### config.mk
export PLATFORM = sky130hd
export DESIGN_NAME = nanorv32_wb_stage
export DESIGN_NICKNAME = d
export VERILOG_FILES = /design/src/rtl/nanorv32_wb_stage_pkg.sv /design/src/rtl/nanorv32_load_fmt.sv /design/src/rtl/nanorv32_wb_stage.sv
export SDC_FILE = /design/constraint.sdc
export NUM_CORES = 1
export LEC_CHECK = 0
export BUFFER_PORTS_ARGS = -buffer_cell sky130_fd_sc_hd__buf_4
export CAP_MARGIN = 0
export CORE_UTILIZATION = 45
export CTS_BUF_LIST = sky130_fd_sc_hd__clkbuf_8
export CTS_CLUSTER_SIZE = 12
export DETAILED_ROUTE_END_ITERATION = 8
export GPL_TIMING_DRIVEN = 0
export PLACE_DENSITY = 0.77
export SETUP_SLACK_MARGIN = 0.1
export SYNTH_ARGS = -nofsm -noshare
export SYNTH_HDL_FRONTEND = slang
export SYNTH_SLANG_ARGS = --single-unit
### constraint.sdc
create_clock -name clk -period 2.05 [get_ports clk]
set_clock_uncertainty 0.15 [all_clocks]
set_input_delay 0.3075 -clock clk [delete_from_list [all_inputs] [get_ports clk]]
set_output_delay 0.3075 -clock clk [all_outputs]
set_load 0.05 [all_outputs]
### src/rtl/nanorv32_wb_stage_pkg.sv
// nanorv32_wb_stage_pkg: shared widths, execute-kind/load-size encodings and writeback FSM states
package nanorv32_wb_stage_pkg;
  localparam int DATA_W = 32;
  localparam int RF_ADDR_W = 5;
  typedef enum logic [1:0] {
    KIND_ALU  = 2'b00,
    KIND_DIV  = 2'b01,
    KIND_LOAD = 2'b10,
    KIND_NONE = 2'b11
  } kind_e;
  typedef enum logic [1:0] {
    LD_BYTE = 2'b00,
    LD_HALF = 2'b01,
    LD_WORD = 2'b10
  } ld_size_e;
  typedef enum logic [1:0] {
    IDLE      = 2'b00,
    WAIT_DIV  = 2'b01,
    WAIT_LOAD = 2'b10
  } state_e;
endpackage

### src/rtl/nanorv32_load_fmt.sv
// nanorv32_load_fmt: combinational load lane select with sign/zero extension
module nanorv32_load_fmt
  import nanorv32_wb_stage_pkg::*;
(
  input  logic [31:0] rdata,
  input  logic [1:0]  size,
  input  logic        unsigned_ld,
  input  logic [1:0]  offset,
  output logic [31:0] data
);
  logic [7:0]  b;
  logic [15:0] h;
  always_comb begin
    b = rdata[8*offset +: 8];
    h = offset[1] ? rdata[31:16] : rdata[15:0];
    data = size == LD_BYTE ? {{24{~unsigned_ld & b[7]}}, b} :
           size == LD_HALF ? {{16{~unsigned_ld & h[15]}}, h} : rdata;
  end
endmodule

### src/rtl/nanorv32_wb_stage.sv
// nanorv32_wb_stage: writeback sequencing for ALU/div/load results; NANORV32_WB_FORWARD_EN adds a capture-cycle bypass
module nanorv32_wb_stage
  import nanorv32_wb_stage_pkg::*;
#(
  parameter int NANORV32_DATA_W    = DATA_W,
  parameter int NANORV32_RF_ADDR_W = RF_ADDR_W
) (
  input  logic                          clk,
  input  logic                          rst_n,
  input  logic                          ex_valid,
  input  logic [1:0]                    ex_kind,
  input  logic                          ex_rd_we,
  input  logic [NANORV32_RF_ADDR_W-1:0] ex_rd_addr,
  input  logic [1:0]                    ex_ld_size,
  input  logic                          ex_ld_unsigned,
  input  logic [1:0]                    ex_ld_offset,
  input  logic [NANORV32_DATA_W-1:0]    alu_res,
  input  logic                          div_ready,
  input  logic                          dmem_rvalid,
  input  logic [NANORV32_DATA_W-1:0]    dmem_rdata,
  output logic                          wb_stall,
  output logic                          rf_we,
  output logic [NANORV32_RF_ADDR_W-1:0] rf_waddr,
  output logic [NANORV32_DATA_W-1:0]    rf_wdata,
  output logic                          wb_retire
`ifdef NANORV32_WB_FORWARD_EN
  ,
  output logic                          fwd_valid,
  output logic [NANORV32_RF_ADDR_W-1:0] fwd_addr,
  output logic [NANORV32_DATA_W-1:0]    fwd_data
`endif
);
  state_e                        state;
  logic [NANORV32_RF_ADDR_W-1:0] pend_addr;
  logic                          pend_we;
  logic [1:0]                    pend_size;
  logic                          pend_uns;
  logic [1:0]                    pend_off;
  logic                          in_idle, in_load, cap, cap_we;
  logic [NANORV32_RF_ADDR_W-1:0] cap_addr;
  logic [NANORV32_DATA_W-1:0]    cap_data, ld_data;
  assign in_idle = state == IDLE;
  assign in_load = state == WAIT_LOAD;
  assign wb_stall = state == WAIT_DIV ? ~div_ready : in_load ? ~dmem_rvalid : 1'b0;
  // A fast response in IDLE formats from the live execute fields, a slow one from the latched copy
  nanorv32_load_fmt u_fmt (
    .rdata      (dmem_rdata),
    .size       (in_load ? pend_size : ex_ld_size),
    .unsigned_ld(in_load ? pend_uns : ex_ld_unsigned),
    .offset     (in_load ? pend_off : ex_ld_offset),
    .data       (ld_data)
  );
  assign cap = in_idle ? ex_valid && (ex_kind == KIND_ALU || ex_kind == KIND_NONE ||
                                      (ex_kind == KIND_DIV && div_ready) ||
                                      (ex_kind == KIND_LOAD && dmem_rvalid))
                       : state == WAIT_DIV ? div_ready : dmem_rvalid;
  assign cap_we = in_idle ? ex_rd_we && ex_rd_addr != '0 && ex_kind != KIND_NONE : pend_we;
  assign cap_addr = in_idle ? ex_rd_addr : pend_addr;
  assign cap_data = (in_idle ? ex_kind == KIND_LOAD : in_load) ? ld_data : alu_res;
`ifdef NANORV32_WB_FORWARD_EN
  assign fwd_valid = cap && cap_we;
  assign fwd_addr = cap_addr;
  assign fwd_data = cap_data;
`endif
  always_ff @(posedge clk or negedge rst_n) begin
    if (!rst_n) begin
      state <= IDLE;
      rf_we <= 1'b0;
      rf_waddr <= '0;
      rf_wdata <= '0;
      wb_retire <= 1'b0;
      pend_addr <= '0;
      pend_we <= 1'b0;
      pend_size <= '0;
      pend_uns <= 1'b0;
      pend_off <= '0;
    end else begin
      rf_we <= cap && cap_we;
      wb_retire <= cap;
      if (cap) begin
        rf_waddr <= cap_addr;
        rf_wdata <= cap_data;
        state <= IDLE;
      end else if (in_idle && ex_valid) begin
        state <= ex_kind == KIND_DIV ? WAIT_DIV : WAIT_LOAD;
        pend_addr <= ex_rd_addr;
        pend_we <= ex_rd_we && ex_rd_addr != '0;
        pend_size <= ex_ld_size;
        pend_uns <= ex_ld_unsigned;
        pend_off <= ex_ld_offset;
      end
    end
  end
endmodule

==> impl_metrics.py <==
metrics = {
    "drt": {
        "post_drt_wl_per_cell_um": 20.8,
        "wl_mm": 13.0,
        "postRouteAntennaNets": 0,
        "via_per_inst": 6.13,
        "drc": 0,
        "first_pass_iters": 6,
        "drt-initial-drc-count": 421,
        "num_vias": 3818,
    },
    "synth": {
        "synth_seq_cells": 52,
        "ys.flop_type": "dfrtp_1",
        "ys_types": 50,
        "avgSynthCellArea_um2": 9.32,
        "ys_seq_area_share_pct": 39.2,
        "yosysTopAreaCell": "dfrtp_1",
        "synth_area_um2": 3320,
        "synthCells": 356,
        "synth_edf_count": 0,
        "synth_nets": 441,
        "yosysWarnings": 0,
        "ys_async_sr_fraction_pct": 100,
        "netlist.area_leader.share_pct": 39.2,
        "synth_area_leaders": "dfrtp_1 (39%), mux2i_1 (8.4%), a31oi_1 (6.2%)",
    },
    "timing": {
        "fmax_mhz": 430,
        "finalMaxSlewViolations": 0,
        "rsz0062_at_grt": "yes",
        "tightest_slew_ns": 0.682,
        "fin_tns_setup_ns": -8.26,
        "max_slew_margin_pct": 54.6,
        "post-route-min-period_ns": 2.33,
        "holdWs_ns": 0.0876,
        "hold_viol": 0,
        "setup_viol": 43,
        "period_share_pct": 114,
        "setup_slack_ns": -0.278,
    },
    "power": {
        "finalPower_mw": 9.42,
        "ir_worst_vdd_mv": 0.765,
        "p_sw_share_pct": 50.0,
        "power_frac_comb_pct": 71.4,
        "p_seq_share_pct": 20.3,
        "powerDensity_nw_per_um2": 1770,
        "p_clk_share_pct": 8.2,
        "p_sw_mw": 4.71,
        "p_int_mw": 4.71,
        "leakagePower_nw": 2.49,
    },
    "grt": {
        "first_global_vias": 3306,
        "antenna_found_initial": 0,
        "grt_pass1_wl_mm": 16.7,
        "gr-total-overflow": 0,
        "track_usage_pct": 28.8,
        "grt_max_degree": 53,
    },
    "job": {
        "maxCapViolCount": 0,
    },
    "floorplanning": {
        "start_util_pct": 47.8,
        "fp.dieW_um": 87.9,
        "die_area_um2": 7720,
        "core_area_um2": 6940,
        "die_h_um": 87.9,
        "rows": 30,
        "io_pins": 122,
    },
    "cts": {
        "path_clk_slew_ns": 0.10,
        "clk_latency_ns": 0.31,
        "htreeDepth": 2,
        "cts_root_buffer": "clkbuf_8",
        "clk_path_buf_depth": 2,
        "cts.sinks": 52,
        "cts_buffers": 5,
        "cts_tree": "built",
    },
    "final_layout": {
        "final_nets": 611,
        "final_cell_mix": "buf_4 (147), dfrtp_1 (50), nand2_1 (46)",
        "n_antenna_cell": 0,
        "layout_commonest_cell": "buf_4",
        "fin_cells": 623,
        "area_delta_synth_final_pct": 60.7,
        "drive_above_1_share_pct": 49.7,
        "fin_util_pct": 76.8,
    },
    "worst_hold_path": {
        "hp-class": "in -> reg",
    },
    "critical_path": {
        "end_kind": "register",
        "worst_setup_path_start_kind": "register",
        "arrival_ns": 2.37,
        "worstSetupPathType": "reg -> reg",
        "critical_path_peak_fanout": 8,
        "required_ns": 2.09,
    },
    "placement": {
        "port_buffers": 121,
        "hpwlAfterDp_mm": 7.78,
        "gp_congestion": 0.925,
        "dpl.cell_count": 573,
    },
    "run_status": {
        "status": "finished, violations left",
        "failed_checks": "setup timing",
    },
}
## cell type report
cell class | instances | area (um^2)
Tap cell | 96 | 120
Multi-Input combinational cell | 271 | 2180
Fill cell | 466 | 1610
Timing Repair Buffer | 163 | 1300
Clock buffer | 6 | 82.6
Clock inverter | 2 | 38.8
Buffer | 26 | 272
Sequential cell | 52 | 1300
Inverter | 7 | 28.8
## flip-flops by register name, summed over array words and instances (netlist names)
signal     cells
rf_wdata      32
pend_addr      5
rf_waddr       5
pend_off       2
pend_size      2
state          2
pend_uns       1
pend_we        1
rf_we          1
wb_retire      1
## cell usage after synthesis (2+ instances only)
cell / count
a21oi_1: 11
and3_1: 13
mux2i_1: 28
and3b_1: 2
dfrtp_1: 52
nand2b_1: 26
a211o_1: 3
nor3_1: 7
buf_1: 2
nor2_1: 18
mux2_4: 4
a32o_1: 5
inv_1: 6
a31oi_1: 33
nand2_1: 50
buf_2: 9
a211oi_1: 13
o311a_1: 6
mux4_2: 2
mux2_2: 5
nand3_1: 2
o211ai_1: 4
ha_1: 3
buf_6: 2
a21o_1: 2
o21ai_0: 12
clkbuf_1: 12
a21oi_2: 2
## power by group through the flow
stage | logic (mW) | registers [mW] | clock network [mW]
after CTS | 5.50 | 1.86 | 0.766
after detailed placement | 5.12 | 1.87 | 0
after global routing | 7.02 | 1.96 | 0.814
after floorplan | 2.34 | 3.18 | 0
final | 6.73 | 1.92 | 0.774
after global placement | 5.04 | 1.85 | 0
## through the flow
| stage | worst slack (ns) | cell area [um^2] |
|---|---|---|
| floorplan | -0.0966 | 3390 |
| global placement | -0.430 | 4420 |
| detailed placement | -0.462 | 4420 |
| CTS | -0.158 | 4780 |
| global route | -0.321 | 5330 |
| finish | -0.278 | 5330 |
## path summary, 6_finish.rpt
path	end	cells after the start	slack, ns	start
max	rf_wdata[30]	9	-0.28	state[0]
min	pend_uns	2	0.09	ex_ld_unsigned
max reg2reg	rf_wdata[30]	9	-0.28	state[0]
min reg2reg	rf_waddr[4]	2	0.34	rf_waddr[4]
max in group asynchronous	state[0]	2	0.85	rst_n
min in group asynchronous	pend_off[0]	2	0.42	rst_n
## metal layers
metal / global-route usage (%) / up-vias / part of all wire, %
li1: - / 1645 / -
met1: 38.3 / 1811 / 40
met2: 47.0 / 302 / 47
met3: 4.52 / 60 / 8.8
met4: 11.5 / 0 / 4.4
met5: 0 / - / 0
## worst max-delay path, cell delays in order, from the launching register on
cell,delay (ns)
dfrtp_2,0.47
buf_8,0.15
nand3b_1,0.24
buf_4,0.18
o211a_1,0.13
a211o_1,0.29
a31oi_4,0.19
buf_12,0.16
buf_6,0.14
a31oi_1,0.09
## kinds of logic after synthesis
| group | count (synthesis) | synth area share, % |
|---|---|---|
| mux | 40 | 13.7 |
| flops | 52 | 39.2 |
| simple gates | 128 | 19.9 |
| buf+inv | 33 | 4.64 |
| fa+ha+maj | 3 | 1.13 |
| compound gates | 100 | 21.4 |
## repair_timing
action	CTS	global route
pin swaps	9	16
buffers inserted	11	23
hold endpoints to repair	52	0
setup endpoints to repair	52	51
cloned	2	5
gates resized for setup	37	82
hold buffers	1	0
Power figures use the tool's default switching activity.
